--- src/rtl/demux4_stream.sv ---
// Registered 1-to-4 valid/ready stream distributor. Each output owns a 2-entry FIFO so a
// stalled consumer only blocks words addressed to it.
module demux4_stream #(
  parameter int unsigned WIDTH = 32
) (
  input  logic             clk,
  input  logic             reset,
  input  logic             flush,
  input  logic             s_valid,
  output logic             s_ready,
  input  logic [1:0]       s_sel,
  input  logic [WIDTH-1:0] s_data,
  output logic [3:0]       m_valid,
  input  logic [3:0]       m_ready,
  output logic [WIDTH-1:0] m_data0,
  output logic [WIDTH-1:0] m_data1,
  output logic [WIDTH-1:0] m_data2,
  output logic [WIDTH-1:0] m_data3,
  output logic             busy
);

  // e0 is always the head entry; e1 is only meaningful at count 2.
  logic [1:0]       count_q [4];
  logic [1:0]       count_d [4];
  logic [WIDTH-1:0] e0_q    [4];
  logic [WIDTH-1:0] e0_d    [4];
  logic [WIDTH-1:0] e1_q    [4];
  logic [WIDTH-1:0] e1_d    [4];

  logic [3:0] full;
  logic [3:0] push;
  logic [3:0] pop;

  // Status decode; count 3 is treated as empty.
  always_comb begin
    for (int i = 0; i < 4; i++) begin
      full[i]    = (count_q[i] == 2'd2);
      m_valid[i] = (count_q[i] == 2'd1) || (count_q[i] == 2'd2);
    end
  end

  // Ready looks only at registered occupancy, so there is no m_ready -> s_ready path.
  assign s_ready = ~full[s_sel] & ~flush;
  assign busy    = |m_valid;

  always_comb begin
    for (int i = 0; i < 4; i++) begin
      push[i] = s_valid & s_ready & (s_sel == 2'(i));
      pop[i]  = m_valid[i] & m_ready[i];
    end
  end

  always_comb begin
    for (int i = 0; i < 4; i++) begin
      count_d[i] = count_q[i];
      e0_d[i]    = e0_q[i];
      e1_d[i]    = e1_q[i];
      if (flush) begin
        count_d[i] = 2'd0;
        e0_d[i]    = '0;
        e1_d[i]    = '0;
      end else begin
        unique case (count_q[i])
          2'd0: begin
            if (push[i]) begin
              count_d[i] = 2'd1;
              e0_d[i]    = s_data;
            end
          end
          2'd1: begin
            if (push[i] && pop[i]) begin
              e0_d[i] = s_data;
            end else if (push[i]) begin
              count_d[i] = 2'd2;
              e1_d[i]    = s_data;
            end else if (pop[i]) begin
              count_d[i] = 2'd0;
            end
          end
          2'd2: begin
            // Push is impossible here since s_ready is low for this output.
            if (pop[i]) begin
              count_d[i] = 2'd1;
              e0_d[i]    = e1_q[i];
            end
          end
          default: begin
            count_d[i] = 2'd0;
          end
        endcase
      end
    end
  end

  always_ff @(posedge clk or posedge reset) begin
    if (reset) begin
      for (int i = 0; i < 4; i++) begin
        count_q[i] <= 2'd0;
        e0_q[i]    <= '0;
        e1_q[i]    <= '0;
      end
    end else begin
      for (int i = 0; i < 4; i++) begin
        count_q[i] <= count_d[i];
        e0_q[i]    <= e0_d[i];
        e1_q[i]    <= e1_d[i];
      end
    end
  end

  assign m_data0 = e0_q[0];
  assign m_data1 = e0_q[1];
  assign m_data2 = e0_q[2];
  assign m_data3 = e0_q[3];

endmodule

--- config.mk ---
export PLATFORM = sky130hd
export DESIGN_NAME = demux4_stream
export DESIGN_NICKNAME = d
export VERILOG_FILES = /design/src/rtl/demux4_stream.sv
export SDC_FILE = /design/constraint.sdc
export NUM_CORES = 1
export LEC_CHECK = 0
export ABC_AREA = 1
export ABC_CLOCK_PERIOD_IN_PS = 10720
export BUFFER_PORTS_ARGS = -buffer_cell sky130_fd_sc_hd__clkbuf_2
export CAP_MARGIN = 20
export CORE_MARGIN = 5
export CORE_UTILIZATION = 53
export CTS_CLUSTER_DIAMETER = 100
export DETAILED_ROUTE_END_ITERATION = 6
export PLACE_DENSITY = 0.8
export SYNTH_ARGS = -nofsm -noshare
export SYNTH_HDL_FRONTEND = slang
export SYNTH_SLANG_ARGS = --single-unit
export TNS_END_PERCENT = 30
--- constraint.sdc ---
create_clock -name clk -period 10.72 [get_ports clk]
set_clock_uncertainty 0.1 [all_clocks]
set_input_delay 0.536 -clock clk [delete_from_list [all_inputs] [get_ports clk]]
set_output_delay 0.536 -clock clk [all_outputs]
set_load 0.02 [all_outputs]
## Yosys cells after proc, flatten, opt, wreduce, memory -nomap -nowiden

Cells that the tools add are included.

- Input bits: 42
- Output and inout bits: 134
- Flip-flop bits (word level): 264
- Logic and storage cells: 160

- Mux-type cells: 62
- Magnitude comparators: 1
- Reduce and logical (&&, ||, !) cells: 38
- Bitwise operators: 12
- Equal/unequal tests: 35

Operators with widths:

| cell | count |
|---|---|
| $mux 32 | 28 |
| $pmux 32 s3 | 4 |
| $mux 2 | 24 |
| $reduce_and 4->1 | 8 |
| $ne 3x2->1 const B | 8 |
| $ne 3x3->1 const B | 8 |
| $pmux 2 s3 | 4 |
| $ne 4x4->1 const B | 4 |
| $reduce_bool 2->1 | 8 |
| $reduce_bool 4->1 | 4 |
| $eq 2x2->1 const B | 6 |
| $reduce_and 3->1 | 4 |
| $and 1x1->1 | 10 |
| $eq 2x1->1 const B | 5 |
| $logic_not 2->1 | 5 |
| $ne 2x2->1 const B | 4 |
| $logic_and 1x1->1 | 4 |
| $logic_or 1x1->1 | 4 |
| $reduce_or 4->1 | 1 |
| $lt 2x3->1 const B | 1 |
| $bmux 1 s2 | 1 |
| $not 1->1 | 2 |
| $mux 1 | 1 |

## Logic depth before layout (Yosys ltp)

Gate-level depths: netlist (run 1).

- Word-level depth: 11
- Gate-level depth with buffers: 14
- Depth with buffers taken out: 12

## Least setup slack after synthesis (run 1)

OpenSTA, ideal clock, no wires.

- Path kind: reg2reg
- Start point: register count_q[2] in the netlist's numbering
- End point: register e0_q (netlist bit m_data0[0])
- Data required time: 10.503 ns
- Period minus slack after synthesis: 2.180 ns
- Path buffers: 2
- Stages on the path, launching flop included: 13
- Slack: 8.540 ns
- Data arrival time: 1.963 ns
- Library setup time: 0.117 ns
- Cells stage by stage: dfrtp_1 -> inv_1 -> ha_1 -> buf_2 -> nand3_1 -> nand3_2 -> nor2_8 -> nand4_1 -> a21oi_4 -> nand2_2 -> buf_6 -> nand2_1 -> nand2_1

- Word-level cells in the longest chain between the ends: 10
- Elaborated cells between the ends (all ways): 11
- Classes of those cells: 3 x eq/ne; 2 x mux; 4 x bitwise; 2 x reduce/logical

Ends and longest elaborated chain:

| element | RTL line | source |
|---|---|---|
| from (decl) | 23 | `logic [1:0] count_q [4];` |
| from (signal, indexed assignment) | 104 | `count_q[i] <= count_d[i];` |
| $eq 2x2->1 * | 37 | `full[i] = (count_q[i] == 2'd2);` |
| $bmux 1 s2 * | 43 | `assign s_ready = ~full[s_sel] & ~flush;` |
| $mux 1 (implied by the code) * | 43 |  |
| $not 1->1 * | 43 |  |
| $and 1x1->1 * | 43 |  |
| via s_ready | 10 | `output logic s_ready,` |
| $and 1x1->1 * (2 in a row) | 48 | `push[i] = s_valid & s_ready & (s_sel == 2'(i));` |
| $logic_and 1x1->1 | 71 | `if (push[i] && pop[i]) begin` |
| $ne 3x2->1 (no line) | -- |  |
| $reduce_and 4->1 (no line) * | -- |  |
| to (signal, indexed assignment) | 105 | `e0_q[i] <= e0_d[i];` |
| to (decl) | 25 | `logic [WIDTH-1:0] e0_q [4];` |

The timed path passes the listed nets; every way through them passes the cells marked *. The select of a mux whose other input is x is not followed.
A chain may end at the register's enable or synchronous reset.

## Worst setup path in the final report (run 1)

- Start point: register count_q[2] in the netlist's numbering
- End point: register e0_q (netlist bit m_data1[16])

- Word-level cells in the longest chain between the ends: 10
- Elaborated cells between the ends (all ways): 11
- Classes of those cells: 3 x eq/ne; 2 x mux; 4 x bitwise; 2 x reduce/logical

Ends and longest elaborated chain:

| element | RTL line |
|---|---|
| $eq 2x2->1 * | 37 |
| $bmux 1 s2 * | 43 |
| $mux 1 (implied by the code) * | 43 |
| $not 1->1 * | 43 |
| $and 1x1->1 * | 43 |
| $and 1x1->1 * (2 in a row) | 48 |
| $logic_and 1x1->1 | 71 |
| $ne 3x2->1 (no line) | -- |
| $reduce_and 4->1 (no line) * | -- |

Every way passes the cells marked *; elsewhere a longest branch is shown, timed or not. The select of a mux whose other input is x is not followed.

==> summary.md, run 1 <==
| Metric | Value |
|---|---|
| Status | complete, but fails checks |
| Failing checks | design-rule violations |
| Avg WL per Cell | around 19 um |
| Slowest CP cell | a21oi_4 |
| Synth Net Count | about 1500 |
| Sink Count | roughly 260 |
| Hold crit path type | in -> async |
| Filler cell count | between 2000 and 2500 |
| Yosys top cell area share | 0.529 |
| Kind of critical path | reg -> reg |
| Syn Area/Cell | between 8 and 9 um2 |
| Crit path required time | ~11 ns |
| CORE AREA | around 23000 um2 |
| CTS Buf Count | 27 |
| Routed WL | between 30000 and 40000 um |
| Worst Path Max Fanout | 35 |
| Post-cts repair resize count | 0 |
| I/O pin count | 176 |
| Placed Instances | around 1900 |
| Via Count | about 11000 |
| Most instantiated cells after synthesis | nand2_1 (469), dfrtp_1 (264), nand3_1 (201) |
| Final non-filler cell area | roughly 14000 um2 |
| Post-Synth Simple-Gate Area | 0.264 |
| Die Footprint | between 20000 and 30000 um2 |
| Root Buffer | clkbuf_16 |
| Clk Latency, worst-skew pair | roughly 0.53 ns |
| Critical Path End Type | register |
| Global-route usage over all layers | 0.273 |
| Total grt overflow | 0 |
| FF/Latch Area | roughly 6600 um2 |
| Post-CTS Setup Inserts | 0 |
| CTS tree | done |
| Die height | around 160 um |
| Synth async-reset ratio | 1.00 |
| Final period utilization | 0.356 |
| Post-synthesis mux area share | 0 |
| H-tree Lvls | 1 |
| Lkg Pwr | just over 7 nW |
| Yosys reg bits | between 200 and 300 |
| Initial drt markers | approximately 1100 |
| CP Buf/Inv Count | 2 |
| Fin. max-slew vios | 0 |
| CP delay by family, top | simple AND/OR/NAND/NOR gates |
| CP max stage delay | 0.81 ns |
| Gp weighted congestion | ~0.9 |
| Port Buffer Count | roughly 180 |
| Initial core utilization | 0.536 |
| Largest family of logic cells by synthesized area | simple AND/OR/NAND/NOR gates |
| Crit start category | register |
| Main flop type after synthesis | dfrtp_1 |
| Yosys warning total | 0 |
| Setup-failing EPs final | 0 |
| Largest net degree at the start of global routing | around 120 |
| Post-DP HPWL | 23200 um |
| DRC Markers | 3 |
| Crit path arrival time | slightly above 4 ns |
| Share of cells above drive strength 1 | 0.156 |
| Multi-input combinational cell area | 5070 um2 |
| # diodes | 0 |
| Final Non-Filler Cells | ~1900 |
| Post-Synth XOR/XNOR Area | 0 |
| Worst path cell trace | inv_1, ha_1, buf_4, nand3_1, nand3_2, nor2_8, nand4_1, a21oi_4, nand2_2, nand2_1, nand2_1 |
| Worst-Margin Slew | between 1 and 1.5 ns |
| Cell area after synthesis | between 10000 and 15000 um2 |
| EDFF count, synth | 0 |
| Antenna violations before repair | 0 |
| Maximum clock rate | about 260 MHz |
| Cell count after synthesis | about 1500 |
| PD cells | about 250 nW/um2 |
| DP Area | 13300 um2 |
| Row count | 56 |
| Top-count cell post-synth | nand2_1 |
| Cts hold-fix bufs | 0 |
| Area contributors post-synth | dfrtp_1 (53%), nand2_1 (14%), nand3_1 (8.0%), o21ai_0 (6.2%), a211oi_1 (3.8%) |
| RSZ-0062 raised after global routing | false |
| Post-synth top area cell | dfrtp_1 |
| TNS Setup | 0 ns |
| Seq/Total Area, Yosys | 0.529 |
| Via density | roughly 5.8 |
| Synth Area in Adders | 0.0160 |
| Most used cell, CP | nand2_1 |
| Nets | 1659 |
| Clock buffer depth | 3 |
| Max VDD drop | between 0.00015 and 0.0002 V |
| Hold slack | around 0.068 ns |
| Slew margin rel. | 0.246 |
| Yosys cell types | 29 |
| Die width | roughly 160 um |
| Fin crit period | between 3 and 4 ns |
| Vias in the first global route | 11042 |
| Syn-to-layout area delta | 13.3% |
| Post-route ant nets | 0 |
| Pre-antenna DRT Iters | 7 |
| Global-route wire length before repair | just under 60000 um |
| Max-cap viol count | 0 |
| Post-synthesis compound-gate area fraction | 0.125 |
| Final count of hold timing violations | 0 |
| Clock slew at reported path FFs | approximately 0.060 ns |
cell usage in the layout, fill, tap and decap left out, drive strengths merged:
cell type | synthesis | layout
a21oi | 6 | 6
nor4 | 2 | 2
nand4 | 4 | 4
nand3 | 206 | 206
buf | 68 | 16
o21a | 3 | 3
or4 | 1 | 1
nor3 | 6 | 6
clkbuf | 41 | 219
ha | 16 | 16
nor2 | 82 | 82
dfrtp | 264 | 264
inv | 57 | 56
clkinv | 0 | 5
nand2 | 476 | 476
a211oi | 64 | 64
o21ai | 192 | 192
or2 | 2 | 2
stage by stage:
| step | utilization | power (mW) | worst slack [ns] |
|---|---|---|---|
| finish | 0.607 | 3.55 | 6.91 |
| detailed placement | 0.569 | 2.67 | 7.01 |
| CTS | 0.604 | 3.54 | 6.98 |
| global route | 0.607 | 3.74 | 6.73 |
| floorplan | - | 2.26 | 2.82 |
| global placement | 0.568 | 2.64 | 7.23 |
worst register-to-register path, stage by stage, from the launching register on:
cell     delay [ns]
dfrtp_1        0.42
inv_1          0.09
ha_1           0.21
buf_4          0.28
nand3_1        0.17
nand3_2        0.14
nor2_8         0.21
nand4_1        0.21
a21oi_4        0.82
nand2_2        0.69
nand2_1        0.28
nand2_1        0.08
worst paths after layout:
path	startpoint	to	slack, ns	cells after the start
worst max-delay path	count_q[2]	m_data1[16]	6.91	11
worst min-delay path	reset	count_q[6]	0.07	2
worst max register to register	count_q[2]	m_data1[16]	6.91	11
worst min register to register	m_data0[11]	m_data0[11]	0.37	2
max in group asynchronous	reset	e1_q[122]	8.51	5
min in group clk	s_data[1]	e1_q[97]	0.24	3
flip-flops by register name, summed over array words and instances, names as in the netlist:
register / count
m_data1: 32
e1_q: 128
m_data2: 32
m_data3: 32
count_q: 8
m_data0: 32
power breakdown:
| group | leakage (nW) | internal [mW] | switching [mW] |
|---|---|---|---|
| Combinational | 3.45 | 0.339 | 0.907 |
| Sequential | 3.44 | 1.25 | 0.173 |
| Clock | 0.393 | 0.494 | 0.381 |
| Total | 7.28 | 2.09 | 1.46 |
kinds of logic after synthesis:
logic type	Yosys count
AND/OR/NAND/NOR	779
AO/OA/AOI/OAI	265
flip-flops	264
buffers and inverters	166
adder cells (fa/ha/maj)	16
layout make-up:
| cell class | count | share of cell area |
|---|---|---|
| Sequential cell | 264 | 0.466 |
| Tap cell | 319 | 0.0282 |
| Timing Repair Buffer | 191 | 0.0749 |
| Inverter | 57 | 0.0157 |
| Multi-Input combinational cell | 1060 | 0.358 |
| Clock inverter | 4 | 0.00168 |
| Clock buffer | 44 | 0.0550 |
layer usage:
layer	track usage	up-vias	part of all wire
li1	-	5157	-
met1	0.367	5443	0.40
met2	0.449	585	0.47
met3	0.0495	95	0.093
met4	0.0972	0	0.035
met5	0	-	0
(Power assumes the default switching activity.)
==> inputs of run 2 (changes only) <==
--- a/config.mk
+++ b/config.mk
@@ -6,7 +6,7 @@
 export NUM_CORES = 1
 export LEC_CHECK = 0
 export ABC_AREA = 1
-export ABC_CLOCK_PERIOD_IN_PS = 10720
+export ABC_CLOCK_PERIOD_IN_PS = 3700
 export BUFFER_PORTS_ARGS = -buffer_cell sky130_fd_sc_hd__clkbuf_2
 export CAP_MARGIN = 20
 export CORE_MARGIN = 5
==> constraint.sdc (replaced) <==
create_clock -name clk -period 3.7 [get_ports clk]
set_clock_uncertainty 0.1 [all_clocks]
set_input_delay 0.185 -clock clk [delete_from_list [all_inputs] [get_ports clk]]
set_output_delay 0.185 -clock clk [all_outputs]
set_load 0.02 [all_outputs]
==> run 2 against run 1 <==
Compared with the run above:
- the flow now finishes without violations
- register-to-register slack lost 6.1 ns
- via count increased by 0.72%
- worst setup slack got worse by 6.1 ns
- utilization up 2.2 points
- count of clock-buffer cells in the layout is 10 lower
- global-route usage grew 0.70 points
- sequential share of layout area fell by 1.6 points
- hold slack better by 0.032 ns
==> summary.md, run 2 (same netlist as run 1, synthesis figures left out) <==
| Metric | Value |
|---|---|
| Kind of critical path | reg -> reg |
| Clock slew at reported path FFs | 0.06 ns (about the same) |
| Sink Count | 264 (unchanged) |
| Critical Path End Type | register |
| Largest net degree at the start of global routing | 93 (-24%) |
| Cells on worst reg2reg path | 10 (-1) |
| Share of cells above drive strength 1 | 0.166 (+0.0102) |
| Hold crit path type | in -> reg |
| Max-cap viol count | 0 (unchanged) |
| Worst Path Max Fanout | 32 (-8.6%) |
| Syn-to-layout area delta | 17.4% |
| Clock buffer depth | 3 (unchanged) |
| Gp weighted congestion | 0.881 (-0.50%) |
| TNS Setup | 0 ns (unchanged) |
| Initial drt markers | 1102 (unchanged) |
| Initial core utilization | 0.536 (unchanged) |
| Gate power share | 0.346 (-0.005) |
| Crit path arrival time | 3.23 ns (-0.89 ns) |
| Via Count | 11361 (+0.72%) |
| Nets | 1703 (+2.7%) |
| Post-route ant nets | 0 (unchanged) |
| Antenna violations before repair | 0 (unchanged) |
| DP Area | 13400 um2 (+0.90%) |
| Row count | 56 (unchanged) |
| Maximum clock rate | 344 MHz (+31%) |
| Post-DP HPWL | 24200 um (+4.3%) |
| PD cells | 725 nW/um2 (+190%) |
| Final period utilization | 0.785 (+0.430) |
| CORE AREA | 23300 um2 (unchanged) |
| Max VDD drop | 0.000386 V (+140%) |
| Die height | 164 um (unchanged) |
| HP Start | s_sel[0] |
| Most frequent cells in the layout | nand2_1 (469), dfrtp_1 (264), nand3_1 (201) |
| DRC Markers | 0 (-3) |
| Slew margin rel. | 0.302 (+0.0562) |
| Die width | 164 um (unchanged) |
| Most flop-heavy register | e1_q |
| Internal power | 6.32 mW (+200%) |
| Filler cell count | 1899 (-8.5%) |
| Final count of hold timing violations | 0 (unchanged) |
| # diodes | 0 (unchanged) |
| Global-route wire length before repair | 59800 um (+2.2%) |
| Avg WL per Cell | 19.0 um (about the same) |
| Pre-antenna DRT Iters | 5 (-2) |
| Worst-Margin Slew | 1.05 ns (-0.0859 ns) |
| Clk Latency, worst-skew pair | 0.54 ns (about the same) |
| H-tree Lvls | 1 (unchanged) |
| Crit start category | register |
| Final non-filler cell area | 14700 um2 (+3.6%) |
| Die Footprint | 26800 um2 (unchanged) |
| Routed WL | 37700 um (+2.3%) |
| Fin. max-slew vios | 0 (unchanged) |
| Global-route usage over all layers | 0.280 (+0.00695) |
| Final Non-Filler Cells | 1984 (+2.3%) |
| Worst r2r src | count_q[0] |
| Sw Share | 0.406 (-0.00634) |
| Via density | 5.73 (-1.6%) |
| Clock share of power | 0.266 (+0.019) |
| Status | completed |
| Crit path required time | 4.02 ns (-7.01 ns) |
| P_sw | 4.31 mW (+200%) |
| I/O pin count | 176 (unchanged) |
| Vias in the first global route | 11081 (+0.35%) |
| Layout Utilization | 0.629 (+0.0221) |
| Leading cell type in the layout, fill and taps excluded | nand2_1 |
| Root Buffer | clkbuf_16 |
| Hold Path Stages | 6 |
| Post-cts repair resize count | 0 (unchanged) |
| R2r endpoint | m_data1[2] |
| Setup-failing EPs final | 0 (unchanged) |
| Total grt overflow | 0 (unchanged) |
| CTS Buf Count | 27 (unchanged) |
| Share of power burned in registers | 0.388 (-0.014) |
| Fin crit period | 2.91 ns (-0.906 ns) |
| CTS tree | done |
| R2r setup slk | 0.79 ns (-6.11 ns) |
| Placed Instances | 1901 (+0.69%) |
| RSZ-0062 raised after global routing | false |
| Port Buffer Count | 175 (unchanged) |
| Max reg flops | 128 (unchanged) |
| Lkg Pwr | 7.53 nW (+3.4%) |
| Hold Path End | count_q[7] |
-- run 2: cell types whose count changed in the layout (fill, tap and decap cells not counted), sizes merged --
cell / change
clkinvlp: +2
clkinv: +6
dlygate4sd3: +33
bufinv: +3
clkbuf: -11
buf: +12
-- run 2: final cells by class --
type / instances / area (um2) / area share
Inverter: 57 / 219 / 0.0149
Sequential cell: 264 / 6610 / 0.450
Clock buffer: 34 / 762 / 0.0519
Tap cell: 319 / 399 / 0.0272
Timing Repair Buffer: 235 / 1460 / 0.0994
Multi-Input combinational cell: 1060 / 5070 / 0.345
Clock inverter: 15 / 163 / 0.0111
-- run 2: metrics by stage --
stage | setup slack [ns] | power, mW | hold WS [ns]
finish | 0.795 | 10.6 | 0.0995
CTS | 0.857 | 10.6 | 0.0824
floorplan | -0.0685 | 6.55 | 0.277
detailed placement | 0.879 | 7.78 | 0.239
global route | 0.652 | 11.2 | 0.177
global placement | 1.06 | 7.68 | 0.239
-- run 2: power by group through the flow --
| stage | Clock [mW] | Combinational (mW) | Sequential (mW) |
|---|---|---|---|
| global placement | 0 | 3.54 | 4.14 |
| global route | 2.98 | 3.99 | 4.19 |
| finish | 2.83 | 3.68 | 4.12 |
| floorplan | 0 | 1.75 | 4.80 |
| CTS | 2.85 | 3.68 | 4.11 |
| detailed placement | 0 | 3.63 | 4.15 |
-- run 2: how the worst max path moves through the flow --
stage | from | depth (start not counted) | endpoint | slack (ns)
3_5_place_dp | count_q[6] | 10 | m_data1[2] | 0.88
4_1_cts | count_q[6] | 10 | m_data1[2] | 0.86
3_3_place_gp | count_q[0] | 10 | m_data1[22] | 1.06
6_report | count_q[0] | 10 | m_data1[2] | 0.79
5_1_grt | count_q[2] | 10 | m_data1[2] | 0.65
2_1_floorplan | reset | 1 | count_q[0] | -0.07
-- run 2: repair_timing --
action / CTS / global route
setup buffers: 0 / 0
hold buffers: 33 / 0
endpoints found under the hold margin: 159 / 0
-- run 2: routing by layer --
layer	vias to the layer above	routed length [um]	track usage
met3	98	3390	0.0434
met4	0	1580	0.122
met5	-	0	0
li1	5264	-	-
met2	625	17800	0.451
met1	5374	15000	0.379
-- run 2: worst max-delay path: stages (launching register included) --
cell	delay, ns
dfrtp_1	0.44
inv_1	0.10
ha_1	0.23
nand2_1	0.10
nand2_2	0.09
nor2_8	0.22
nand4_1	0.20
a21oi_4	0.42
nand2_2	0.55
nand2_1	0.23
nand2_1	0.08
